<file path="src/rtl/fsk8_loopback_top.sv">
// 8-FSK loopback: square-wave tone modulator feeding an edge-counting demodulator.
// One 3-bit symbol per SYM_CYCLES window, recovered on data_out one window later.
module fsk8_loopback_top #(
    parameter int SYM_CYCLES = 100,
    parameter int CNT_W      = 7
) (
    input  logic       clk,
    input  logic       reset,
    input  logic [2:0] data_in,
    input  logic       start,
    output logic [2:0] data_out
);

    localparam logic [5:0] HALF [0:7] = '{6'd48, 6'd24, 6'd16, 6'd12, 6'd10, 6'd8, 6'd7, 6'd6};
    localparam logic [CNT_W-1:0] SYM_LAST = CNT_W'(SYM_CYCLES - 1);
    localparam logic [4:0] EDGE_MAX = 5'd31;

    typedef enum logic {
        ST_IDLE,
        ST_RUN
    } state_t;

    state_t           state_reg, state_next;
    logic [CNT_W-1:0] sym_cnt_reg, sym_cnt_next;
    logic [2:0]       tx_sym_reg, tx_sym_next;
    logic [5:0]       half_cnt_reg, half_cnt_next;
    logic             tone_reg, tone_next;
    logic             tone_d_reg, tone_d_next;
    logic [4:0]       edge_cnt_reg, edge_cnt_next;
    logic             valid_reg, valid_next;
    logic [2:0]       data_out_reg, data_out_next;

    logic [7:0]       half_hit_vec;
    logic             half_hit;
    logic             running;
    logic             tone_edge;

    // One comparator per tone so the selected half-period end is a simple mux.
    generate
        for (genvar gi = 0; gi < 8; gi++) begin : g_half
            assign half_hit_vec[gi] = (half_cnt_reg == HALF[gi] - 6'd1);
        end
    endgenerate

    assign half_hit  = half_hit_vec[tx_sym_reg];
    assign running   = (state_reg == ST_RUN);
    assign tone_edge = tone_reg ^ tone_d_reg;
    assign data_out  = data_out_reg;

    // Counts 2k+1 and 2k+2 both decode to k, so one missed edge is tolerated.
    function automatic logic [2:0] decode(input logic [4:0] c);
        logic [4:0] m;
        m = (c - 5'd1) >> 1;
        if (c == 5'd0)
            return 3'd0;
        else if (m > 5'd7)
            return 3'd7;
        else
            return m[2:0];
    endfunction

    always_comb begin
        state_next = state_reg;
        if (start)
            state_next = ST_RUN;
    end

    always_comb begin
        sym_cnt_next  = sym_cnt_reg;
        tx_sym_next   = tx_sym_reg;
        half_cnt_next = half_cnt_reg;
        tone_next     = tone_reg;
        tone_d_next   = tone_d_reg;
        edge_cnt_next = edge_cnt_reg;
        valid_next    = valid_reg;
        data_out_next = data_out_reg;

        if (running) begin
            sym_cnt_next = (sym_cnt_reg == SYM_LAST) ? '0 : sym_cnt_reg + 1'b1;

            if (sym_cnt_reg == '0) begin
                tx_sym_next   = data_in;
                half_cnt_next = 6'd0;
                tone_next     = 1'b0;
            end else if (half_hit) begin
                tone_next     = ~tone_reg;
                half_cnt_next = 6'd0;
            end else begin
                half_cnt_next = half_cnt_reg + 6'd1;
            end

            tone_d_next = tone_reg;

            // The edge seen here is the window-start clear of the previous
            // symbol's tone, so the new count starts from zero.
            if (sym_cnt_reg == CNT_W'(1)) begin
                if (valid_reg)
                    data_out_next = decode(edge_cnt_reg);
                edge_cnt_next = 5'd0;
                valid_next    = 1'b1;
            end else if (tone_edge && (edge_cnt_reg != EDGE_MAX)) begin
                edge_cnt_next = edge_cnt_reg + 5'd1;
            end
        end

        if (start) begin
            sym_cnt_next  = '0;
            edge_cnt_next = 5'd0;
            valid_next    = 1'b0;
        end
    end

    always_ff @(posedge clk or posedge reset) begin
        if (reset) begin
            state_reg    <= ST_IDLE;
            sym_cnt_reg  <= '0;
            tx_sym_reg   <= 3'd0;
            half_cnt_reg <= 6'd0;
            tone_reg     <= 1'b0;
            tone_d_reg   <= 1'b0;
            edge_cnt_reg <= 5'd0;
            valid_reg    <= 1'b0;
            data_out_reg <= 3'd0;
        end else begin
            state_reg    <= state_next;
            sym_cnt_reg  <= sym_cnt_next;
            tx_sym_reg   <= tx_sym_next;
            half_cnt_reg <= half_cnt_next;
            tone_reg     <= tone_next;
            tone_d_reg   <= tone_d_next;
            edge_cnt_reg <= edge_cnt_next;
            valid_reg    <= valid_next;
            data_out_reg <= data_out_next;
        end
    end

endmodule

</file>
<file path="config.mk">
export PLATFORM = sky130hd
export DESIGN_NAME = fsk8_loopback_top
export DESIGN_NICKNAME = d
export VERILOG_FILES = /design/src/rtl/fsk8_loopback_top.sv
export SDC_FILE = /design/constraint.sdc
export NUM_CORES = 1
export LEC_CHECK = 0
export CAP_MARGIN = 25
export CELL_PAD_IN_SITES_DETAIL_PLACEMENT = 1
export CELL_PAD_IN_SITES_GLOBAL_PLACEMENT = 2
export CORE_MARGIN = 4
export CORE_UTILIZATION = 38
export CTS_BUF_LIST = sky130_fd_sc_hd__clkbuf_16
export DETAILED_ROUTE_END_ITERATION = 8
export GPL_TIMING_DRIVEN = 0
export PLACE_DENSITY_LB_ADDON = 0.1
export SETUP_SLACK_MARGIN = 0.02
export SLEW_MARGIN = 20
export SYNTH_ARGS = -nofsm -noshare
export SYNTH_HDL_FRONTEND = slang
export SYNTH_SLANG_ARGS = --single-unit
</file>
<file path="constraint.sdc">
create_clock -name clk -period 2.5 [get_ports clk]
set_input_delay 0.375 -clock clk [delete_from_list [all_inputs] [get_ports clk]]
set_output_delay 0.375 -clock clk [all_outputs]
set_load 0.1 [all_outputs]
</file>
==> results.py <==
metrics = {
    "yosys": {
        "synth-compound-area-share_pct": 19.9,
        "ys_types": 41,
        "synthSimpleGateAreaFrac_pct": 19.6,
        "synth_area_mm2": 0.00172,
        "muxShareOfSynthArea_pct": 3.85,
        "yosys.area.top_type": "dfrtp_1",
        "syn_inst": 179,
        "synthXorXnorAreaFrac_pct": 2.54,
        "synth_fa_ha_area_share_pct": 7.27,
        "synth_seq_cells": 28,
        "seq_area_frac_synth_pct": 40.7,
        "synth_area_per_cell_um2": 9.62,
        "synth_nets": 195,
        "synth_flop_cell": "dfrtp_1",
        "synth_edf_count": 0,
        "synthArstFlopShare_pct": 100,
        "synth_warnings": 0,
        "synth_top_family_by_area": "compound AO/OA/AOI/OAI gates",
        "synthTopCellsByArea": "dfrtp_1, ha_1, o21ai_0",
        "synth_top_area_share_pct": 40.7,
    },
    "timing": {
        "fin_crit_ns": 2.21,
        "finClkSkew_ns": 0.00269,
        "worst_slew_pin_slew_ns": 0.968,
        "period_share_pct": 88.5,
        "max_freq_ghz": 0.452,
        "slew_headroom_pct": 35.3,
        "hold_viol_final": 0,
        "rsz0062_at_grt": "no",
        "setup_tns_ns": 0,
        "holdWs_ns": 0.424,
        "drv_slew": 0,
        "setup_viol": 0,
    },
    "final_layout": {
        "drive_gt1_share_pct": 11.5,
        "fill_cells": 494,
        "diodes": 0,
        "area_growth_pct": 13.7,
        "nNetsFinal": 209,
        "largest_register_ffs": 7,
        "final_core_util_pct": 44.6,
    },
    "floorplanning": {
        "die_h_um": 75.3,
        "die_area_mm2": 0.00567,
        "ioPinCount": 9,
        "initial_utilization_pct": 39.3,
        "rows": 24,
        "core_mm2": 0.00438,
        "die_w_um": 75.3,
    },
    "detailed_routing": {
        "wirelength_um": 3950,
        "wire_per_inst_um": 16.3,
        "drcViolationCount": 0,
        "viasPerCell": 5.67,
        "ant_nets": 0,
        "first_pass_iters": 4,
        "drt_iter0_drc": 64,
        "num_vias": 1377,
    },
    "global_routing": {
        "antenna_found_initial": 0,
        "track_usage_pct": 15.9,
        "grt_max_degree": 20,
        "grt_pass1_vias": 1458,
        "gr-total-overflow": 0,
        "grt_pass1_wl_um": 7000,
    },
    "critical_path": {
        "crit_arrival_ns": 2.34,
        "rr_startpoint": "half_cnt_reg[0]",
        "start_kind": "flip-flop",
        "cp_max_fo": 6,
        "worstPathRequired_ns": 2.63,
        "setup.worst_path.start": "half_cnt_reg[0]",
        "critPathKind": "reg2reg",
        "cp-end-kind": "flip-flop",
    },
    "clock_tree": {
        "hold_buffers": 0,
        "cts_buffer_depth": 2,
        "cts_setup_buffers": 0,
        "cts_resized": 0,
        "cts_tree": "yes",
        "clkSinkCount": 28,
        "ctsHtreeMaxLevel": 1,
        "clkLatencyLatePin_ns": 0.26,
        "numCtsBuffers": 3,
        "clk_root_buffer_cell": "clkbuf_16",
        "path_clk_slew_ns": 0.07,
    },
    "pwr": {
        "p_total_uw": 1600,
        "power_density_mw_per_mm2": 817,
        "pwr-share-comb_pct": 39.7,
        "p_seq_share_pct": 37.6,
        "power.switching_uw": 636,
        "switching_share_pct": 39.8,
        "p_int_uw": 962,
        "vdd_drop_max_mv": 0.326,
        "clock_power_share_pct": 22.7,
        "p_leak_uw": 0.000833,
    },
    "min_path": {
        "hp-class": "in2async",
    },
    "place": {
        "globalplace.congestion": 0.800,
        "port_buffers": 8,
        "post-dp-hpwl_um": 2990,
    },
    "flow_run": {
        "maxCapViolCount": 0,
    },
    "run_status": {
        "status": "finished, final reports clean",
    },
}
power groups by stage:
stage                     logic (µW)  registers, µW  clock network [µW]
after floorplan                  324            751                   0
after global placement           606            597                   0
after detailed placement         639            608                   0
after CTS                        644            599                 376
after global routing             697            610                 395
final                            635            600                 363
cell usage after synthesis (all sizes together), types with 5 or more instances:
cell,number
ha,10
nor2,11
nand2b,6
o21ai,15
nand2,14
nand3,9
nor2b,5
dfrtp,28
inv,14
a21oi,7
mux2,5
worst paths after layout:
kind / slack [ns] / cells past startpoint / end
setup / recovery: 0.29 / 7 / half_cnt_reg[1]
setup reg to reg: 0.29 / 7 / half_cnt_reg[1]
max in group asynchronous: 1.60 / 3 / edge_cnt_reg[3]
hold reg to reg: 0.50 / 2 / data_out[0]
min in group clk: 0.50 / 2 / data_out[0]
hold / removal: 0.42 / 2 / half_cnt_reg[4]
metal layers:
metal	GRT usage [%]	share of wire [%]	vias to the layer above
met5	0	0	-
met4	4.08	0.78	0
met3	2.77	3.1	4
met2	25.9	47	15
met1	21.9	49	695
li1	-	-	663
stage by stage:
stage                     instances  setup WS (ns)  cell area [µm²]
final                           243          0.288             1960
after global routing            243          0.175             1960
after CTS                       243          0.307             1960
after detailed placement        240          0.311             1880
after global placement          239          0.386             1870
after floorplan                 179          0.635             1720
cells in the final DEF, fill, tap and decap left out, drive strengths merged, types with 3 or more instances in the layout:
cell           count
o31ai              3
buf                5
nand3b             4
nand3              9
o22ai              3
clkbuf             7
inv               14
nor2              11
o21ai             15
nand2b             6
a211oi             4
dfrtp             28
ha                10
nor2b              5
a31oi              3
mux2               5
and3               4
clkdlybuf4s50      8
nand2             14
xnor2              3
a21oi              7
cell type report:
type | count | area [µm²] | area share (%)
Multi-Input combinational cell | 129 | 916 | 46.8
Tap cell | 52 | 65.1 | 3.32
Sequential cell | 28 | 701 | 35.8
Buffer | 8 | 52.6 | 2.69
Inverter | 14 | 52.6 | 2.69
Timing Repair Buffer | 9 | 95.1 | 4.86
Clock buffer | 3 | 75.1 | 3.84
critical path: stages, from the launching register on:
cell      delay (ns)
dfrtp_1         0.42
ha_1            0.29
and4b_1         0.27
a221oi_2        0.07
a211oi_1        0.59
or3_1           0.22
buf_6           0.14
o22ai_2         0.08
kinds of logic after synthesis:
family / Yosys count
simple gates: 62
compound gates: 46
flops: 28
buf+inv: 22
fa+ha+maj: 10
mux: 6
xor+xnor: 5
Power figures use the tool's default switching activity.
